[config.mk]
export PLATFORM = sky130hd
export DESIGN_NAME = uart_rcvr
export DESIGN_NICKNAME = d
export VERILOG_FILES = /design/src/rtl/wimpfi_uart_pkg.sv /design/src/rtl/rate_enb.sv /design/src/rtl/uart_rcvr.sv
export SDC_FILE = /design/constraint.sdc
export NUM_CORES = 1
export LEC_CHECK = 0
export CORE_ASPECT_RATIO = 0.5
export CORE_MARGIN = 4
export CORE_UTILIZATION = 52
export DETAILED_ROUTE_END_ITERATION = 16
export GPL_ROUTABILITY_DRIVEN = 0
export PLACE_DENSITY = 0.75
export SETUP_SLACK_MARGIN = 0.05
export SLEW_MARGIN = 20
export SYNTH_ARGS = -nofsm -noshare
export SYNTH_HDL_FRONTEND = slang
export SYNTH_SLANG_ARGS = --single-unit
[constraint.sdc]
create_clock -name clk -period 1.75 [get_ports clk]
set_input_delay 0.175 -clock clk [delete_from_list [all_inputs] [get_ports clk]]
set_output_delay 0.175 -clock clk [all_outputs]
set_load 0.01 [all_outputs]
[src/rtl/wimpfi_uart_pkg.sv]
// Shared UART types and defaults for the wimpfi serial blocks.
package wimpfi_uart_pkg;
   typedef enum logic [2:0] {IDLE, START, DATA, STOP, BRK} rx_state_t;

   localparam int DATA_BITS     = 8;
   localparam int DEF_BAUD_RATE = 9600;
   localparam int DEF_CLKFREQ   = 100_000_000;
endpackage

[src/rtl/rate_enb.sv]
// Free-running rate enable: one-cycle enb every CLKFREQ/RATE_HZ clocks.
module rate_enb #(
   parameter int RATE_HZ = 9600,
   parameter int CLKFREQ = 100_000_000
) (
   input  logic clk,
   input  logic rst,
   input  logic clr,
   output logic enb
);
   localparam int DIVAMT = CLKFREQ / RATE_HZ;
   localparam int DW     = (DIVAMT > 1) ? $clog2(DIVAMT) : 1;
   localparam logic [DW-1:0] LAST = DW'(DIVAMT - 1);

   logic [DW-1:0] q;

   always_ff @(posedge clk) begin
      if (rst || clr)
         q <= '0;
      else if (q == LAST)
         q <= '0;
      else
         q <= q + DW'(1);
   end

   assign enb = (q == LAST);
endmodule

[src/rtl/uart_rcvr.sv]
// 8N1 serial receiver, oversampled on a free-running tick; reports framing errors and breaks.
module uart_rcvr
   import wimpfi_uart_pkg::*;
#(
   parameter int BAUD_RATE  = DEF_BAUD_RATE,
   parameter int CLKFREQ    = DEF_CLKFREQ,
   parameter int OVERSAMPLE = 16
) (
   input  logic                 clk,
   input  logic                 rst,
   input  logic                 rxd,
   output logic [DATA_BITS-1:0] data,
   output logic                 rdy,
   output logic                 ferr
);
   localparam int TW = $clog2(OVERSAMPLE);
   localparam logic [TW-1:0] T_MID  = TW'(OVERSAMPLE / 2 - 1);
   localparam logic [TW-1:0] T_LAST = TW'(OVERSAMPLE - 1);

   logic                 rx_meta, rxs;
   logic                 tick;
   rx_state_t            state;
   logic [TW-1:0]        tcnt;
   logic [2:0]           bcnt;
   logic [DATA_BITS-1:0] sr;

   rate_enb #(
      .RATE_HZ(BAUD_RATE * OVERSAMPLE),
      .CLKFREQ(CLKFREQ)
   ) u_tick (
      .clk(clk),
      .rst(rst),
      .clr(1'b0),
      .enb(tick)
   );

   // Idle-high synchronizer so reset never looks like a start bit.
   always_ff @(posedge clk) begin
      if (rst) begin
         rx_meta <= 1'b1;
         rxs     <= 1'b1;
      end else begin
         rx_meta <= rxd;
         rxs     <= rx_meta;
      end
   end

   always_ff @(posedge clk) begin
      if (rst) begin
         state <= IDLE;
         tcnt  <= '0;
         bcnt  <= '0;
         sr    <= '0;
         data  <= '0;
         rdy   <= 1'b0;
         ferr  <= 1'b0;
      end else begin
         rdy  <= 1'b0;
         ferr <= 1'b0;
         if (tick) begin
            case (state)
               IDLE: begin
                  if (!rxs) begin
                     state <= START;
                     tcnt  <= '0;
                  end
               end
               START: begin
                  if (tcnt == T_MID) begin
                     tcnt  <= '0;
                     bcnt  <= '0;
                     state <= rxs ? IDLE : DATA;
                  end else
                     tcnt <= tcnt + TW'(1);
               end
               DATA: begin
                  if (tcnt == T_LAST) begin
                     tcnt <= '0;
                     sr   <= {rxs, sr[DATA_BITS-1:1]};
                     bcnt <= bcnt + 3'd1;
                     if (bcnt == 3'd7)
                        state <= STOP;
                  end else
                     tcnt <= tcnt + TW'(1);
               end
               STOP: begin
                  // Leaving at mid-stop leaves half a bit to catch a back-to-back start.
                  if (tcnt == T_LAST) begin
                     tcnt <= '0;
                     if (rxs) begin
                        data  <= sr;
                        rdy   <= 1'b1;
                        state <= IDLE;
                     end else begin
                        ferr  <= 1'b1;
                        state <= BRK;
                     end
                  end else
                     tcnt <= tcnt + TW'(1);
               end
               BRK: begin
                  if (rxs) begin
                     state <= IDLE;
                     tcnt  <= '0;
                  end
               end
               default: begin
                  state <= IDLE;
                  tcnt  <= '0;
               end
            endcase
         end
      end
   end
endmodule

Yosys cells after proc, flatten, opt, wreduce, memory -nomap -nowiden --
Cells that the tools add are included.
Cells by class: reduce and logical (&&, ||, !) cells 10, muxes and demuxes 19, bitwise gates (word level) 3, add/sub/neg operators 3, equal/unequal tests 14
Operators with widths (count):
- 3-bit two-way mux | 9
- 4-bit two-way mux | 4
- 4-bit one-hot mux with 4 select lines | 1
- 3-bit one-hot mux with 5 select lines | 1
- 2-bit != test, second input constant | 6
- 10-bit by 1-bit adder with 10-bit output, second input constant | 1
- 10-bit equality test, second input constant | 1
- 4-bit AND reduction | 2
- 7-bit AND reduction | 1
- 3-bit by 2-bit equality test with 1-bit output, second input constant | 2
- 3-bit equality test, second input constant | 2
- 3-bit one-hot mux with 2 select lines | 1
- 3-bit AND reduction | 2
- 4-bit by 1-bit adder with 4-bit output, second input constant | 1
- 4-bit by 3-bit equality test with 1-bit output, second input constant | 1
- 4-bit equality test, second input constant | 1
- 2-bit OR reduction | 2
- 4-bit OR reduction | 1
- 3-bit by 1-bit adder with 3-bit output, second input constant | 1
- 3-bit by 1-bit equality test with 1-bit output, second input constant | 1
- 3-bit zero test | 1
- 1-bit inverter | 3
- 1-bit two-way mux | 2
- 2-bit two-way mux | 1
- 2-bit nonzero test | 1
Storage, ports and cells: output and inout bits 10, bits in registers 40, word-level logic and storage cells 59

Longest topological paths before layout --
Gate-level depths: netlist of the first run.
depth in word-level cells 4, mapped depth 7, gate-level depth less buffers 6

By module --
Synthesis of the first run repeated with hierarchy kept, for this count alone.
Unflattened totals: cells, all modules 187, area, all modules 1814.2 um^2
Modules (own cells, without submodules):
- uart_rcvr | cells an instance 136, area each 1351.3 um^2, times used 1
- rate_enb | cells an instance 51, area each 462.9 um^2, times used 1

Least setup slack after synthesis of the first run --
OpenSTA, ideal clock, no wires.
path type register -> register, start point register u_tick.q[0], end point register state[2], stages on the path, launching flop included 7, slack -37 ps, arrival 1666 ps, setup time 121 ps, cell sequence dfxtp_1 inv_1 ha_1 nand4b_2 a2111oi_4 and3_4 mux2_4
Between the ends: longest elaborated chain between the ends 2
Ends and longest elaborated chain:
- from (decl) | RTL line rate_enb.sv:15 | logic [DW-1:0] q;
- from (signal assigned) | RTL line rate_enb.sv:23 | q <= q + DW'(1);
- 10-bit equality test | RTL line rate_enb.sv:26 | assign enb = (q == LAST);
- 7-bit AND reduction (no line)
- to (signal assigned) | RTL line uart_rcvr.sv:72 | state <= rxs ? IDLE : DATA;
- to (decl) | RTL line uart_rcvr.sv:22 | rx_state_t state;
Every way passes these cells. A chain may end at the register's enable or synchronous reset.

Worst setup path in the final report of the first run --
Ends and elaborated chain as after synthesis.

==> impl_metrics.json, run 1 <==
{
  "ys_ff_latch": 40,
  "grt_util_all_layers": 0.1648,
  "antenna_found_initial": 0,
  "synth_edf_count": 0,
  "status": "completed",
  "max_freq_mhz": 596.0,
  "finalCritPeriodShare": 0.9588,
  "syn_area_mm2": 0.001847,
  "io_buffers": 12,
  "synthArstFlopShare": 0,
  "dpl.hpwl_mm": 2.394,
  "cp_data_arrival_time_ns": 1.86,
  "postSynthCellCount": 193,
  "multi_input_area_mm2": 0.001012,
  "layout-drive-gt1-share": 0.2036,
  "grt_remaining_overflow": 0,
  "cts_buffer_depth": 2,
  "grt_max_degree": 28,
  "fp.dieW_um": 92.28,
  "hold_viol": 0,
  "grt_pass1_vias": 1353,
  "holdWs_ns": 0.4165,
  "cpMaxStageDelayCell": "a2111oi_4",
  "antenna_cells": 0,
  "drt_iter0_drc": 76,
  "die_area_mm2": 0.004627,
  "drc": 0,
  "vias": 1429,
  "fin_nets": 229,
  "ctsHoldBuffers": 0,
  "drv_slew": 0,
  "clk_pin_slew_ns": 0.07,
  "cp_max_fo": 6,
  "yosysTopAreaCellShare": 0.4336,
  "irDropWorstVdd_v": 0.0006937,
  "cp-start-kind": "flop",
  "synth.distinct_cells": 39,
  "synth_top_area_cell": "dfxtp_1",
  "first_pass_iters": 4,
  "cp-end-kind": "flop",
  "layout_min_cycle_time_ns": 1.678,
  "ctsHtreeMaxLevel": 2,
  "hp-class": "flop to flop",
  "dpl_cell_area_mm2": 0.002117,
  "slowest_delay_ns": 0.34,
  "rsz0062_at_grt": "true",
  "final_common_cell": "dfxtp_1",
  "die_height_um": 50.14,
  "numCtsBuffers": 5,
  "cellLeakagePower_nw": 0.8745,
  "root_buffer": "clkbuf_8",
  "cellPowerDensity_mw_per_mm2": 829.2,
  "clock_latency_ns": 0.29,
  "total_power_mw": 1.907,
  "final-seq-area_um2": 805.8,
  "synth.avg_cell_area_um2": 9.569,
  "post_drt_wl_per_cell_um": 12.73,
  "crit_chain": "inv_2 -> ha_4 -> nand4b_4 -> a2111oi_4 -> and3_4 -> mux2_4",
  "yosysSeqAreaShare": 0.4336,
  "worst_slew_pin_slew_ns": 0.3679,
  "clock_sinks": 40,
  "worst-setup-path-type": "flop to flop",
  "cts_tree": "yes",
  "drv_cap": 0,
  "start_util": 0.5793,
  "wl_mm": 3.424,
  "yosys_most_used_dff": "dfxtp_1",
  "num_io_pins": 13,
  "ys_warn_count": 0,
  "syn_to_final_growth_pct": 24.53,
  "required_ns": 1.93,
  "fin_area_mm2": 0.002300,
  "finClkSkew_ns": 0.006440,
  "num_rows": 14,
  "nFillCells": 249,
  "vias_per_cell": 5.312,
  "grt_pass1_wl_mm": 6.044,
  "core_area_mm2": 0.003188,
  "final_cell_mix": "36 x dfxtp_1, 20 x nand2b_1, 18 x buf_4, 17 x nor2_1, 16 x mux2i_1",
  "syn_nets": 201,
  "synth.area.top_cells": "dfxtp_1 43%, mux2i_1 8.7%, nand2b_1 6.8%, nor2_1 3.5%, ha_1 3.4%",
  "final-setup-viol-count": 0,
  "antenna_left": 0,
  "slew_headroom": 0.7539
}
[sequential cells by signal, indices dropped and copies added, names as in the netlist, 3 cells and up]
name	flops
sr	8
u_tick.q	10
tcnt	4
bcnt	3
data	8
state	3
[final timing paths]
kind | slack (ns) | startpoint | cells past startpoint | endpoint
min | 0.42 | rx_meta | 1 | rxs
min reg2reg | 0.42 | rx_meta | 1 | rxs
max | 0.07 | u_tick.q[0] | 6 | state[2]
max reg2reg | 0.07 | u_tick.q[0] | 6 | state[2]
[what timing repair did]
action,in CTS,in global routing
gates resized for setup,8,5
pin swaps,3,2
buffers inserted,1,0
endpoints found under the setup margin,13,14
[power breakdown]
part | total [mW] | switching (mW) | internal (mW)
clock | 0.856 | 0.295 | 0.561
sequential | 0.938 | 0.0158 | 0.923
combinational | 0.113 | 0.0600 | 0.0527
[per-stage QoR]
stage | setup TNS (ns) | setup slack [ns] | utilization | instances
global route | -0.05459 | -0.02887 | 0.7214 | 269
floorplan | -0.02734 | -0.02734 | - | 193
global placement | 0 | 0.06354 | 0.6641 | 261
detailed placement | -0.3819 | -0.06266 | 0.6641 | 261
CTS | 0 | 0.05703 | 0.7198 | 269
finish | 0 | 0.07204 | 0.7214 | 269
[cell families after synthesis]
group,Yosys count,share of synthesized area
simple gates,81,0.2629
flops,40,0.4336
compound gates,23,0.08809
buf+inv,17,0.03930
mux,17,0.09485
xor+xnor,10,0.04743
fa+ha+maj,5,0.03388
[synthesized netlist by cell type (5+ instances only)]
cell	instances
nor2_1	17
nor3_1	5
ha_1	5
nand3_1	9
inv_1	7
dfxtp_1	40
nand2_1	5
clkbuf_1	5
a21oi_1	8
o21ai_0	6
nand2b_1	20
mux2i_1	16
xnor2_1	7
[routing by layer]
layer,vias up,GRT usage,share of wire
li1,729,-,-
met1,674,0.1976,0.46
met2,21,0.2778,0.48
met3,5,0.05522,0.046
met4,0,0.06650,0.013
met5,-,0,0
[area by class of cell]
type	count	area share
multi-input combinational	136	0.4402
sequential	40	0.3504
timing repair buffer	31	0.1159
tap	48	0.02612
inverter	7	0.01143
clock buffer	5	0.02992
clock inverter	2	0.02612
[critical path: cells and delay by family (launching register included)]
family	cells	cell delay (ns)
adder cells (fa/ha/maj)	1	0.13
buffers and inverters	1	0.06
AND/OR/NAND/NOR	2	0.43
AO/OA/AOI/OAI	1	0.34
multiplexers	1	0.29
flip-flops	1	0.33
(Power assumes the default switching activity.)
==> run 2: changes to the inputs <==
--- a/config.mk
+++ b/config.mk
@@ -7,10 +7,10 @@
 export LEC_CHECK = 0
 export CORE_ASPECT_RATIO = 0.5
 export CORE_MARGIN = 4
-export CORE_UTILIZATION = 52
+export CORE_UTILIZATION = 57
 export DETAILED_ROUTE_END_ITERATION = 16
 export GPL_ROUTABILITY_DRIVEN = 0
-export PLACE_DENSITY = 0.75
+export PLACE_DENSITY = 0.78
 export SETUP_SLACK_MARGIN = 0.05
 export SLEW_MARGIN = 20
 export SYNTH_ARGS = -nofsm -noshare
==> constraint.sdc (replaced) <==
create_clock -name clk -period 1.58 [get_ports clk]
set_input_delay 0.158 -clock clk [delete_from_list [all_inputs] [get_ports clk]]
set_output_delay 0.158 -clock clk [all_outputs]
set_load 0.01 [all_outputs]
==> impl_metrics.json, run 2 (same netlist as run 1, synthesis figures left out) <==
{
  "cts_buffer_depth": 2,
  "regMostFlops": "u_tick.q",
  "antenna_cells": 0,
  "use_met1": 0.2245,
  "drv_cap": 0,
  "grt.busiest_layer": "met2",
  "worst_slew_pin_slew_ns": 0.3895,
  "slew_headroom": 0.7394,
  "clk_pin_slew_ns": 0.08,
  "ctsHoldBuffers": 0,
  "drv_slew": 0,
  "grt_util_all_layers": 0.1849,
  "worst-setup-path-type": "flop to flop",
  "hold_viol": 0,
  "power_frac_clock": 0.406,
  "dpl.hpwl_mm": 2.499,
  "final_cell_mix": "34 x dfxtp_1, 24 x buf_4, 19 x nand2b_1, 17 x nor2_1, 16 x mux2i_1",
  "vias": 1442,
  "vias_per_cell": 5.321,
  "pwr-share-seq": 0.524,
  "drc": 0,
  "cts_tree": "yes",
  "cellPowerDensity_mw_per_mm2": 834.5,
  "required_ns": 1.76,
  "layout-drive-gt1-share": 0.2597,
  "num_rows": 14,
  "clock_sinks": 40,
  "grt_max_degree": 38,
  "status": "finished with violations",
  "core_area_mm2": 0.003048,
  "met2_usage": 0.3254,
  "grt_remaining_overflow": 0,
  "start_util": 0.6059,
  "root_buffer": "clkbuf_8",
  "top_regs": "u_tick.q (10), data (8), sr (8)",
  "rsz0062_at_grt": "true",
  "cp_max_fo": 6,
  "numCtsBuffers": 5,
  "pre_cts_slack_ns": -0.1594,
  "post_drt_wl_per_cell_um": 13.10,
  "grt_pass1_vias": 1359,
  "cp_data_arrival_time_ns": 1.83,
  "antenna_left": 0,
  "combPwrFrac": 0.070,
  "hp-class": "flop to flop",
  "ctsHtreeMaxLevel": 2,
  "final_common_cell": "dfxtp_1",
  "final_util": 0.7804,
  "final-setup-viol-count": 16,
  "syn_to_final_growth_pct": 28.79,
  "io_buffers": 12,
  "fin_nets": 238,
  "gr-usage-met3": 0.05059,
  "p_sw_frac": 0.2151,
  "cp-end-kind": "flop",
  "die_height_um": 48.25,
  "cp-start-kind": "flop",
  "internal-power_mw": 1.558,
  "layout_min_cycle_time_ns": 1.645,
  "total_power_mw": 1.985,
  "fp.dieW_um": 88.50,
  "wl_mm": 3.549,
  "die_area_mm2": 0.004270,
  "first_pass_iters": 4,
  "finalCritPeriodShare": 1.041,
  "clock_latency_ns": 0.29,
  "power_switching_mw": 0.4269,
  "failed_checks": "negative setup slack",
  "cellLeakagePower_nw": 0.9165,
  "finClkSkew_ns": 0.004551,
  "num_io_pins": 13,
  "antenna_found_initial": 0,
  "grt_pass1_wl_mm": 5.899,
  "max_freq_mhz": 607.9,
  "drt_iter0_drc": 69,
  "irDropWorstVdd_v": 0.0006519,
  "setup_slack_ns": -0.06513,
  "largest_reg_flops": 10
}
run 2: changes by cell type in the layout (fill, tap and decap cells not counted), sizes merged:
cell | before | now
bufinv | 2 | 1
buf | 19 | 28
clkbuf | 5 | 6
clkinv | 0 | 1
run 2: path summary, 6_finish.rpt:
kind / from / end / slack, ns / cells past startpoint
worst max register to register: u_tick.q[0] / state[2] / -0.07 / 6
worst min-delay path: rx_meta / rxs / 0.42 / 1
worst min register to register: rx_meta / rxs / 0.42 / 1
worst max-delay path: u_tick.q[0] / state[2] / -0.07 / 6
run 2: area by class of cell:
cell class	count	area (um2)
clock buffers	6	72.57
well taps	40	50.05
flip-flops and latches	40	810.8
clock inverters	2	35.03
inverters	7	26.28
fillers	222	669.4
repair buffers	40	354.1
multi-input cells	136	1030
run 2: critical path, cell delays in order (launching register included):
cell,delay (ns)
dfxtp_2,0.32
inv_2,0.06
ha_4,0.13
nand4b_4,0.16
a2111oi_4,0.32
and3_4,0.25
mux2_4,0.29
run 2: power groups by stage:
stage	clock network, mW	logic, mW	registers, mW
2_1_floorplan	0	0.0857	1.05
3_3_place_gp	0	0.127	1.06
3_5_place_dp	0	0.129	1.06
4_1_cts	0.820	0.136	1.04
5_1_grt	0.867	0.152	1.04
6_report	0.807	0.138	1.04
run 2: what timing repair did:
item	4_1_cts	5_1_grt
pin swaps	6	5
setup endpoints to repair	19	37
setup buffers	1	0
resized for setup	16	5
run 2: per-stage QoR:
step                      cells  hold slack (ns)  TNS [ns]  cell area [um2]
final                       271           0.4172   -0.5719             2379
after global routing        271           0.4331    -2.620             2379
after CTS                   271           0.4207   -0.6820             2364
after detailed placement    262           0.4013    -1.563             2200
after global placement      262           0.3927   -0.6344             2200
after floorplan             193           0.2618   -0.2237             1861
run 2: layer usage:
layer / part of all wire / wire length, um / up-vias
met4: 0.0034 / 12 / 0
li1: - / - / 747
met2: 0.48 / 1702 / 22
met5: 0 / 0 / -
met3: 0.036 / 126 / 2
met1: 0.48 / 1709 / 671
==> run 3: changes to the inputs <==
--- a/config.mk
+++ b/config.mk
@@ -6,8 +6,9 @@
 export NUM_CORES = 1
 export LEC_CHECK = 0
 export CORE_ASPECT_RATIO = 0.5
-export CORE_MARGIN = 4
+export CORE_MARGIN = 2
 export CORE_UTILIZATION = 57
+export CTS_CLUSTER_SIZE = 40
 export DETAILED_ROUTE_END_ITERATION = 16
 export GPL_ROUTABILITY_DRIVEN = 0
 export PLACE_DENSITY = 0.78
@@ -15,4 +16,5 @@
 export SLEW_MARGIN = 20
 export SYNTH_ARGS = -nofsm -noshare
 export SYNTH_HDL_FRONTEND = slang
+export SYNTH_HIERARCHICAL = 1
 export SYNTH_SLANG_ARGS = --single-unit
==> impl_metrics.json, run 3 <==
{
  "first_pass_iters": 4,
  "layout-drive-gt1-share": 0.2881,
  "vias_per_cell": 5.601,
  "synth.avg_cell_area_um2": 9.702,
  "final-setup-viol-count": 38,
  "final_common_cell": "dfxtp_1",
  "crit_chain": "or4b_4 -> nor4_4 -> buf_4 -> nand4b_4 -> nor3_4 -> buf_12 -> mux2i_1 -> nor2_1",
  "ys_top_cells_by_count": "40 x dfxtp_1, 25 x nor2_1, 19 x mux2i_1, 12 x a21oi_1, 9 x nand2_1",
  "drv_cap": 0,
  "required_ns": 1.76,
  "final_util": 0.8314,
  "syn_area_mm2": 0.001814,
  "antenna_left": 0,
  "antenna_found_initial": 0,
  "status": "finished with violations",
  "regMostFlops": "u_tick/q",
  "numCtsBuffers": 5,
  "total_power_mw": 1.936,
  "die_area_mm2": 0.003678,
  "synth.area.top_cells": "dfxtp_1 44%, mux2i_1 10%, nor2_1 5.2%, ha_1 3.4%, a21oi_1 3.3%",
  "layout_min_cycle_time_ns": 2.139,
  "fp.dieW_um": 83.79,
  "irDropWorstVdd_v": 0.0007788,
  "final_cell_mix": "39 x dfxtp_1, 38 x buf_4, 25 x nor2_1, 19 x mux2i_1, 12 x clkdlybuf4s50_1",
  "postSynthCellCount": 187,
  "synth_edf_count": 0,
  "slowest_delay_ns": 0.55,
  "drc": 0,
  "cp-end-kind": "flop",
  "vias": 1585,
  "die_height_um": 43.90,
  "holdWs_ns": 0.4232,
  "clock_sinks": 40,
  "hp-class": "flop to flop",
  "cpMaxStageDelayCell": "or4b_4",
  "drt_iter0_drc": 77,
  "yosysTopAreaCellShare": 0.4414,
  "synth_top_area_cell": "dfxtp_1",
  "worst-setup-path-type": "flop to flop",
  "nFillCells": 156,
  "grt_pass1_vias": 1541,
  "cts_buffer_depth": 2,
  "yosysSeqAreaShare": 0.4414,
  "core_area_mm2": 0.003013,
  "ys_warn_count": 6,
  "rsz0062_at_grt": "true",
  "ctsHtreeMaxLevel": 2,
  "io_buffers": 12,
  "fin_cells": 283,
  "finClkSkew_ns": 0.002451,
  "hold_viol": 0,
  "cp_max_fo": 8,
  "worst_slew_pin_slew_ns": 0.5140,
  "dpl.hpwl_mm": 2.654,
  "cts_tree": "yes",
  "start_util": 0.6022,
  "finalCritPeriodShare": 1.354,
  "cp_data_arrival_time_ns": 2.32,
  "cp-start-kind": "flop",
  "failed_checks": "negative setup slack",
  "setup_slack_ns": -0.5586,
  "grt_pass1_wl_mm": 6.934,
  "slew_headroom": 0.6547,
  "post_drt_wl_per_cell_um": 15.54,
  "grt_max_degree": 20,
  "largest_reg_flops": 10,
  "fin_nets": 250,
  "syn_to_final_growth_pct": 38.07,
  "grt_util_all_layers": 0.2484,
  "synthArstFlopShare": 0,
  "synth.distinct_cells": 41,
  "top_regs": "u_tick/q (10), data (8), sr (8)",
  "antenna_cells": 0,
  "clk_pin_slew_ns": 0.07,
  "clock_latency_ns": 0.29,
  "grt_remaining_overflow": 0,
  "ys_ff_latch": 40,
  "wl_mm": 4.397,
  "num_io_pins": 13,
  "pre_cts_slack_ns": -0.5517,
  "root_buffer": "clkbuf_8",
  "fin_area_mm2": 0.002505,
  "max_freq_mhz": 467.6,
  "yosys_most_used_dff": "dfxtp_1",
  "fin_tns_setup_ns": -16.16,
  "place_inst": 265,
  "num_rows": 14,
  "drv_slew": 0,
  "yosysMostFrequentCell": "dfxtp_1",
  "dpl_cell_area_mm2": 0.002246,
  "syn_nets": 195,
  "cellLeakagePower_nw": 0.9506,
  "cellPowerDensity_mw_per_mm2": 772.8
}
## run 3: kinds of logic after synthesis
group                      synth area share
and+or+nand+nor                      0.2462
DFF                                  0.4414
AOI/OAI and AO/OA                    0.1200
muxes                                0.1048
buffers and inverters               0.02689
adders and majority gates           0.03448
xor gates and xnor gates            0.02414
other                              0.002067
## run 3: power by group
part / internal, mW / switching [mW]
logic: 0.0420 / 0.0541
clock network: 0.469 / 0.351
registers: 1.01 / 0.00619
total: 1.53 / 0.411
## run 3: routing by layer
layer	GRT usage	up-vias	share of wire
met3	0.07429	17	0.047
met1	0.2719	744	0.43
li1	-	769	-
met4	0.1194	0	0.026
met2	0.4576	55	0.50
met5	0	-	0
## run 3: path summary, 6_finish.rpt
path,cells after the start,endpoint,startpoint,slack (ns)
max,8,sr[1],u_tick/q[4],-0.56
min reg2reg,1,rxs,rx_meta,0.42
min,1,rxs,rx_meta,0.42
max reg2reg,8,sr[1],u_tick/q[4],-0.56
## run 3: worst max-delay path: cells and delay by family, from the launching register on
kind | cells | cell delay [ns]
flip-flops | 1 | 0.32
multiplexers | 1 | 0.22
AND/OR/NAND/NOR | 5 | 1.16
buffers and inverters | 2 | 0.33
## run 3: what timing repair did
action	4_1_cts	5_1_grt
setup buffers	6	4
gates resized for setup	8	5
hold buffers	0	0
pin swaps	15	14
endpoints found under the setup margin	38	38
## run 3: layout make-up
class                           count  area (um2)  share of cell area
Multi-Input combinational cell    136        1051              0.4196
Sequential cell                    40       802.0              0.3202
Timing Repair Buffer               55       479.2              0.1913
Clock buffer                        6       72.57             0.02897
Tap cell                           40       50.05             0.01998
Clock inverter                      2       35.03             0.01399
Inverter                            4       15.01            0.005994
